===== config.mk =====
export PLATFORM = sky130hd
export DESIGN_NAME = regfile_wb_ctrl
export DESIGN_NICKNAME = d
export VERILOG_FILES = /design/src/rtl/regfile_pkg.sv /design/src/rtl/wb_fifo.sv /design/src/rtl/regfile_wb_ctrl.sv
export SDC_FILE = /design/constraint.sdc
export NUM_CORES = 1
export LEC_CHECK = 0
export CAP_MARGIN = 30
export CORE_MARGIN = 2
export CORE_UTILIZATION = 48
export CTS_CLUSTER_DIAMETER = 50
export DETAILED_ROUTE_END_ITERATION = 10
export GPL_ROUTABILITY_DRIVEN = 0
export HOLD_SLACK_MARGIN = 0.12
export PLACE_DENSITY = 0.69
export SKIP_CTS_REPAIR_TIMING = 1
export SYNTH_ARGS = -nofsm -noshare
export SYNTH_HDL_FRONTEND = slang
export SYNTH_SLANG_ARGS = --single-unit

===== constraint.sdc =====
create_clock -name clk -period 4.1 [get_ports clk]
set_input_delay 0.82 -clock clk [delete_from_list [all_inputs] [get_ports clk]]
set_output_delay 0.82 -clock clk [all_outputs]
set_load 0.05 [all_outputs]

===== src/rtl/regfile_pkg.sv =====
// Shared definitions for the register-file write-back path.
// Optional build macro used by dependents: REGFILE_WB_PENDING_EN.
package regfile_pkg;
  localparam int REG_AW   = 4;
  localparam int REG_DW   = 16;
  localparam int NUM_REGS = 16;
  localparam logic [REG_AW-1:0] ZERO_REG = 4'd0;

  typedef struct packed {
    logic [REG_AW-1:0] dst;
    logic [REG_DW-1:0] data;
  } wb_req_t;
endpackage


===== src/rtl/wb_fifo.sv =====
// Small power-of-two FIFO holding write-back requests for one producer.
// With REGFILE_WB_PENDING_EN defined it also exposes its slots and their occupancy.
module wb_fifo #(
  parameter int DEPTH = 2,
  parameter int W     = 20,
  localparam int PW   = $clog2(DEPTH)
) (
  input  logic          clk,
  input  logic          rst_n,
  input  logic          i_push,
  input  logic          i_pop,
  input  logic [W-1:0]  i_din,
  output logic          o_full,
  output logic          o_empty,
  output logic [PW:0]   o_count,
  output logic [W-1:0]  o_head
`ifdef REGFILE_WB_PENDING_EN
  , output logic [DEPTH-1:0][W-1:0] o_entries
  , output logic [DEPTH-1:0]        o_slot_valid
`endif
);
  localparam logic [PW:0] CNT_FULL = (PW+1)'(DEPTH);

  logic [W-1:0]  r_mem [DEPTH];
  logic [PW-1:0] r_wr_ptr;
  logic [PW-1:0] r_rd_ptr;
  logic [PW:0]   r_count;

  always_ff @(posedge clk or negedge rst_n) begin
    if (!rst_n) begin
      r_wr_ptr <= '0;
      r_rd_ptr <= '0;
      r_count  <= '0;
    end else begin
      if (i_push) r_wr_ptr <= r_wr_ptr + 1'b1;
      if (i_pop)  r_rd_ptr <= r_rd_ptr + 1'b1;
      case ({i_push, i_pop})
        2'b10:   r_count <= r_count + 1'b1;
        2'b01:   r_count <= r_count - 1'b1;
        default: r_count <= r_count;
      endcase
    end
  end

  // Storage needs no reset; occupancy is tracked by the pointers alone.
  always_ff @(posedge clk) begin
    if (i_push) r_mem[r_wr_ptr] <= i_din;
  end

  assign o_full  = (r_count == CNT_FULL);
  assign o_empty = (r_count == '0);
  assign o_count = r_count;
  assign o_head  = r_mem[r_rd_ptr];

`ifdef REGFILE_WB_PENDING_EN
  for (genvar g = 0; g < DEPTH; g++) begin : g_slot
    logic [PW-1:0] w_off;
    assign w_off           = PW'(g) - r_rd_ptr;
    assign o_slot_valid[g] = ({1'b0, w_off} < r_count);
    assign o_entries[g]    = r_mem[g];
  end
`endif
endmodule


===== src/rtl/regfile_wb_ctrl.sv =====
// Write-back controller: two producer FIFOs, round-robin arbiter, registered RF write port.
// Define REGFILE_WB_PENDING_EN to add the pending[15:0] per-register in-flight mask.
module regfile_wb_ctrl
  import regfile_pkg::*;
#(
  parameter int DEPTH = 2,
  parameter int DW    = 16,
  parameter int AW    = 4
) (
  input  logic          clk,
  input  logic          rst_n,
  input  logic          a_valid,
  output logic          a_ready,
  input  logic [AW-1:0] a_dst,
  input  logic [DW-1:0] a_data,
  input  logic          b_valid,
  output logic          b_ready,
  input  logic [AW-1:0] b_dst,
  input  logic [DW-1:0] b_data,
  output logic [AW-1:0] DstReg,
  output logic          WriteReg,
  output logic [DW-1:0] DstData,
  output logic          idle
`ifdef REGFILE_WB_PENDING_EN
  , output logic [NUM_REGS-1:0] pending
`endif
);
  localparam int PW = $clog2(DEPTH);
  localparam int EW = $bits(wb_req_t);

  wb_req_t       w_a_req, w_b_req, w_a_head, w_b_head;
  logic          w_a_full, w_b_full, w_a_empty, w_b_empty;
  logic [PW:0]   w_a_count, w_b_count;
  logic          w_a_push, w_b_push, w_grant_a, w_grant_b;
  logic          r_last_b;
  logic          r_write;
  logic [AW-1:0] r_dst;
  logic [DW-1:0] r_data;

  // Handshake: ready reflects only the registered occupancy (never a same-cycle pop);
  // a request transfers on a rising edge where valid and ready are both high.
  // Accepted writes to the zero register complete the handshake but are dropped.
  assign a_ready  = ~w_a_full;
  assign b_ready  = ~w_b_full;
  assign w_a_push = a_valid & a_ready & (a_dst != ZERO_REG);
  assign w_b_push = b_valid & b_ready & (b_dst != ZERO_REG);
  assign w_a_req  = '{dst: a_dst, data: a_data};
  assign w_b_req  = '{dst: b_dst, data: b_data};

`ifdef REGFILE_WB_PENDING_EN
  wb_req_t [DEPTH-1:0] w_a_entries, w_b_entries;
  logic    [DEPTH-1:0] w_a_slot_valid, w_b_slot_valid;
`endif

  wb_fifo #(.DEPTH(DEPTH), .W(EW)) u_fifo_a (
    .clk(clk), .rst_n(rst_n), .i_push(w_a_push), .i_pop(w_grant_a), .i_din(w_a_req),
    .o_full(w_a_full), .o_empty(w_a_empty), .o_count(w_a_count), .o_head(w_a_head)
`ifdef REGFILE_WB_PENDING_EN
    , .o_entries(w_a_entries), .o_slot_valid(w_a_slot_valid)
`endif
  );

  wb_fifo #(.DEPTH(DEPTH), .W(EW)) u_fifo_b (
    .clk(clk), .rst_n(rst_n), .i_push(w_b_push), .i_pop(w_grant_b), .i_din(w_b_req),
    .o_full(w_b_full), .o_empty(w_b_empty), .o_count(w_b_count), .o_head(w_b_head)
`ifdef REGFILE_WB_PENDING_EN
    , .o_entries(w_b_entries), .o_slot_valid(w_b_slot_valid)
`endif
  );

  // A wins when B is empty or B was granted last; B takes whatever A does not.
  assign w_grant_a = ~w_a_empty & (w_b_empty | r_last_b);
  assign w_grant_b = ~w_b_empty & ~w_grant_a;

  always_ff @(posedge clk or negedge rst_n) begin
    if (!rst_n) begin
      r_last_b <= 1'b1;
      r_write  <= 1'b0;
      r_dst    <= '0;
      r_data   <= '0;
    end else begin
      r_write <= w_grant_a | w_grant_b;
      if (w_grant_a) begin
        r_last_b <= 1'b0;
        r_dst    <= w_a_head.dst;
        r_data   <= w_a_head.data;
      end else if (w_grant_b) begin
        r_last_b <= 1'b1;
        r_dst    <= w_b_head.dst;
        r_data   <= w_b_head.data;
      end
    end
  end

  assign WriteReg = r_write;
  assign DstReg   = r_dst;
  assign DstData  = r_data;
  assign idle     = (w_a_count == '0) & (w_b_count == '0) & ~r_write;

`ifdef REGFILE_WB_PENDING_EN
  always_comb begin
    pending = '0;
    for (int i = 0; i < DEPTH; i++) begin
      if (w_a_slot_valid[i]) pending[w_a_entries[i].dst] = 1'b1;
      if (w_b_slot_valid[i]) pending[w_b_entries[i].dst] = 1'b1;
    end
    if (r_write) pending[r_dst] = 1'b1;
    pending[ZERO_REG] = 1'b0;
  end
`endif
endmodule


==> summary.md <==
| Metric | Value |
|---|---|
| Tot Pwr | `4.30 mW` |
| Die area | `between 9000 and 10000 um2` |
| DR iter-0 viols | `about 190` |
| Synthesized area | `approximately 4400 um2` |
| GRT overflow | `0` |
| Fin Setup TNS | `0 ps` |
| Max clock buf depth | `2` |
| Register area share after synthesis | `0.718` |
| Worst-Skew Late Latency | `about 360 ps` |
| Initial Util | `0.499` |
| Finished Cell Area | `about 5300 um2` |
| Final worst path period need | `~3500 ps` |
| Max FO, Critical Path | `between 40 and 50` |
| Avg Cell Area, Syn | `between 15 and 20 um2` |
| Slew margin rel. | `0.426` |
| Path length in cells of the critical path | `3` |
| Status | `completed` |
| Syn Inst Count | `between 200 and 300` |
| Crit path buf inv count | `1` |
| Initial antenna violation count | `0` |
| DR vias/cell | `between 5 and 6` |
| Post-synth top area cell | `edfxtp_1` |
| Routed wire length | `around 8 mm` |
| Number of port buffers | `67` |
| Ys async rst share | `0.273` |
| H-tree depth | `3` |
| Wire per inst | `between 15 and 20 um` |
| Critical Path Start Type | `register` |
| WHS Path Cells | `1` |
| Post-synth cell types | `25` |
| Cell area after placement | `just over 5000 um2` |
| Worst-margin pin slew | `862 ps` |
| Routed Antenna Nets | `0` |
| Root Buffer | `clkbuf_8` |
| DRC viols | `0` |
| Area Overhead vs Synth | `21.7%` |
| Die Y | `between 90 and 100 um` |
| Vias in the first global route | `between 2k and 2.5k` |
| Post-DP HPWL | `5.61 mm` |
| Fin. max-slew vios | `0` |
| Inserted Diodes | `0` |
| Largest delay share family, worst path | `simple AND/OR/NAND/NOR gates` |
| Layout Nets | `between 300 and 400` |
| IO Count | `68` |
| P per Cell Area | `about 800 nW/um2` |
| Largest net degree at the start of global routing | `43` |
| Req. time, crit path | `~3300 ps` |
| Reg clk slew, reported paths | `around 90 ps` |
| Final Hold Fails | `0` |
| Finished Layout Cells | `approximately 440` |
| Core area | `between 8000 and 9000 um2` |
| First drt pass iteration count | `4` |
| Clk sinks | `between 100 and 150` |
| Critical Path AT | `between 2000 and 3000 ps` |
| VDD IR max | `roughly 0.00032 V` |
| Most instantiated library cell after synthesis | `edfxtp_1` |
| Yosys reg bits | `110` |
| Critical-path top delay cell | `or4_4` |
| Global-route wire length before repair | `between 10 and 15 mm` |
| Max stage delay on crit path | `between 800 and 900 ps` |
| # setup viols final | `0` |
| CTS tree | `yes` |
| Synth top area share | `0.547` |
| Crit share post-route | `0.848` |
| Warnings from Yosys | `0` |
| Core Rows | `34` |
| Worst Clk Skew | `between 10 and 15 ps` |
| Commonest cells post-synth | `edfxtp_1 (80), dfrtp_1 (29), nor2_1 (29)` |
| Leak Pwr | `1.90 nW` |
| Critical-path cell list | `or4_4, nor2_1, clkdlybuf4s50_1` |
| Total CTS buffers | `9` |
| Top post-synthesis cells by area | `edfxtp_1 (55%), dfrtp_1 (17%), a311oi_2 (6.8%), mux2_2 (5.1%), mux2i_1 (4.6%)` |
| Final hold slack | `between 500 and 600 ps` |
| R2r worst-path depth | `7` |
| GRT Total Usage | `0.169` |
| RSZ-0062 raised after global routing | `no` |
| Via count | `approximately 2.4k` |
| Max Freq | `between 200 and 300 MHz` |
| WS Path Type | `reg -> out` |
| Post-Place Cells | `approximately 430` |
| CP Capture Type | `output port` |
| Hold/Removal Path Class | `reg -> reg` |
| Post-synth EDFFs | `80` |
| Layout cell share with drive strength beyond 1 | `0.193` |
| Max Cap Viol | `0` |
| Die W | `roughly 100 um` |
| Synth Flop Type | `edfxtp_1` |
| Post-Syn Nets | `between 300 and 400` |
layer usage:
metal  global-route usage  wire length, um
met1                0.247             3920
met2                0.253             3730
met3               0.0358              242
met4               0.0601              131
met5                    0                0
layout by cell type, fill, tap and decap left out, drive strengths merged:
cell type / synthesis / final
or2: 1 / 1
clkbuf: 8 / 10
dfstp: 1 / 1
clkdlybuf4s50: 0 / 67
a311oi: 20 / 20
o21ba: 1 / 1
nand2b: 2 / 2
nor3: 21 / 21
o22a: 1 / 1
bufinv: 0 / 1
mux2: 20 / 20
edfxtp: 80 / 80
xor2: 3 / 3
clkinv: 0 / 5
buf: 9 / 8
nand3: 2 / 2
nor2: 29 / 29
mux2i: 20 / 20
dfrtp: 29 / 29
inv: 3 / 3
xnor2: 7 / 7
or4: 3 / 3
ha: 2 / 2
final timing paths:
check	start	endpoint	slack (ps)
max in group asynchronous	rst_n	r_last_b$_DFFE_PN1P_	2940
min in group asynchronous	rst_n	DstData[13]$_DFFE_PN0P_	830
setup / recovery	u_fifo_b.o_count[0]$_DFFE_PN0P_	idle	620
setup reg to reg	u_fifo_a.o_count[0]$_DFFE_PN0P_	u_fifo_a.o_count[1]$_DFFE_PN0P_	2130
hold / removal	u_fifo_b.r_wr_ptr$_DFFE_PN0N_	u_fifo_b.r_wr_ptr$_DFFE_PN0N_	510
hold reg to reg	u_fifo_b.r_wr_ptr$_DFFE_PN0N_	u_fifo_b.r_wr_ptr$_DFFE_PN0N_	510
kinds of logic after synthesis:
family / synth area share
and+or+nand+nor: 0.0613
xor gates and xnor gates: 0.0200
adders and majority gates: 0.00570
muxes: 0.0969
buffers and inverters: 0.0251
AOI/OAI and AO/OA: 0.0727
DFF: 0.718
cell type report:
type	count	area, um2
clock buffers	10	128
clock inverters	6	52.6
fillers	673	3460
inverters	3	11.3
multi-input cells	132	1130
flip-flops and latches	110	3150
well taps	108	135
repair buffers	75	738
through the flow:
step                      setup slack (ps)   util
after floorplan                       1360      -
after global placement                1050  0.585
after detailed placement              1030  0.587
after CTS                              625  0.607
after global routing                   504  0.607
final                                  623  0.607
power by group:
part | leakage (nW) | switching, mW | internal (mW)
logic | 0.721 | 1.11 | 0.786
clock network | 0.0949 | 0.339 | 0.276
registers | 1.08 | 0.220 | 1.57
total | 1.90 | 1.67 | 2.63
state kept, by name (all words and copies together), names as in the netlist, 2 cells and up:
name and count:
u_fifo_a.r_mem 40, DstReg 4, DstData 16, u_fifo_a.o_count 2, u_fifo_b.o_count 2, u_fifo_b.r_mem 40
No activity file was read; power rests on OpenSTA's default activity.
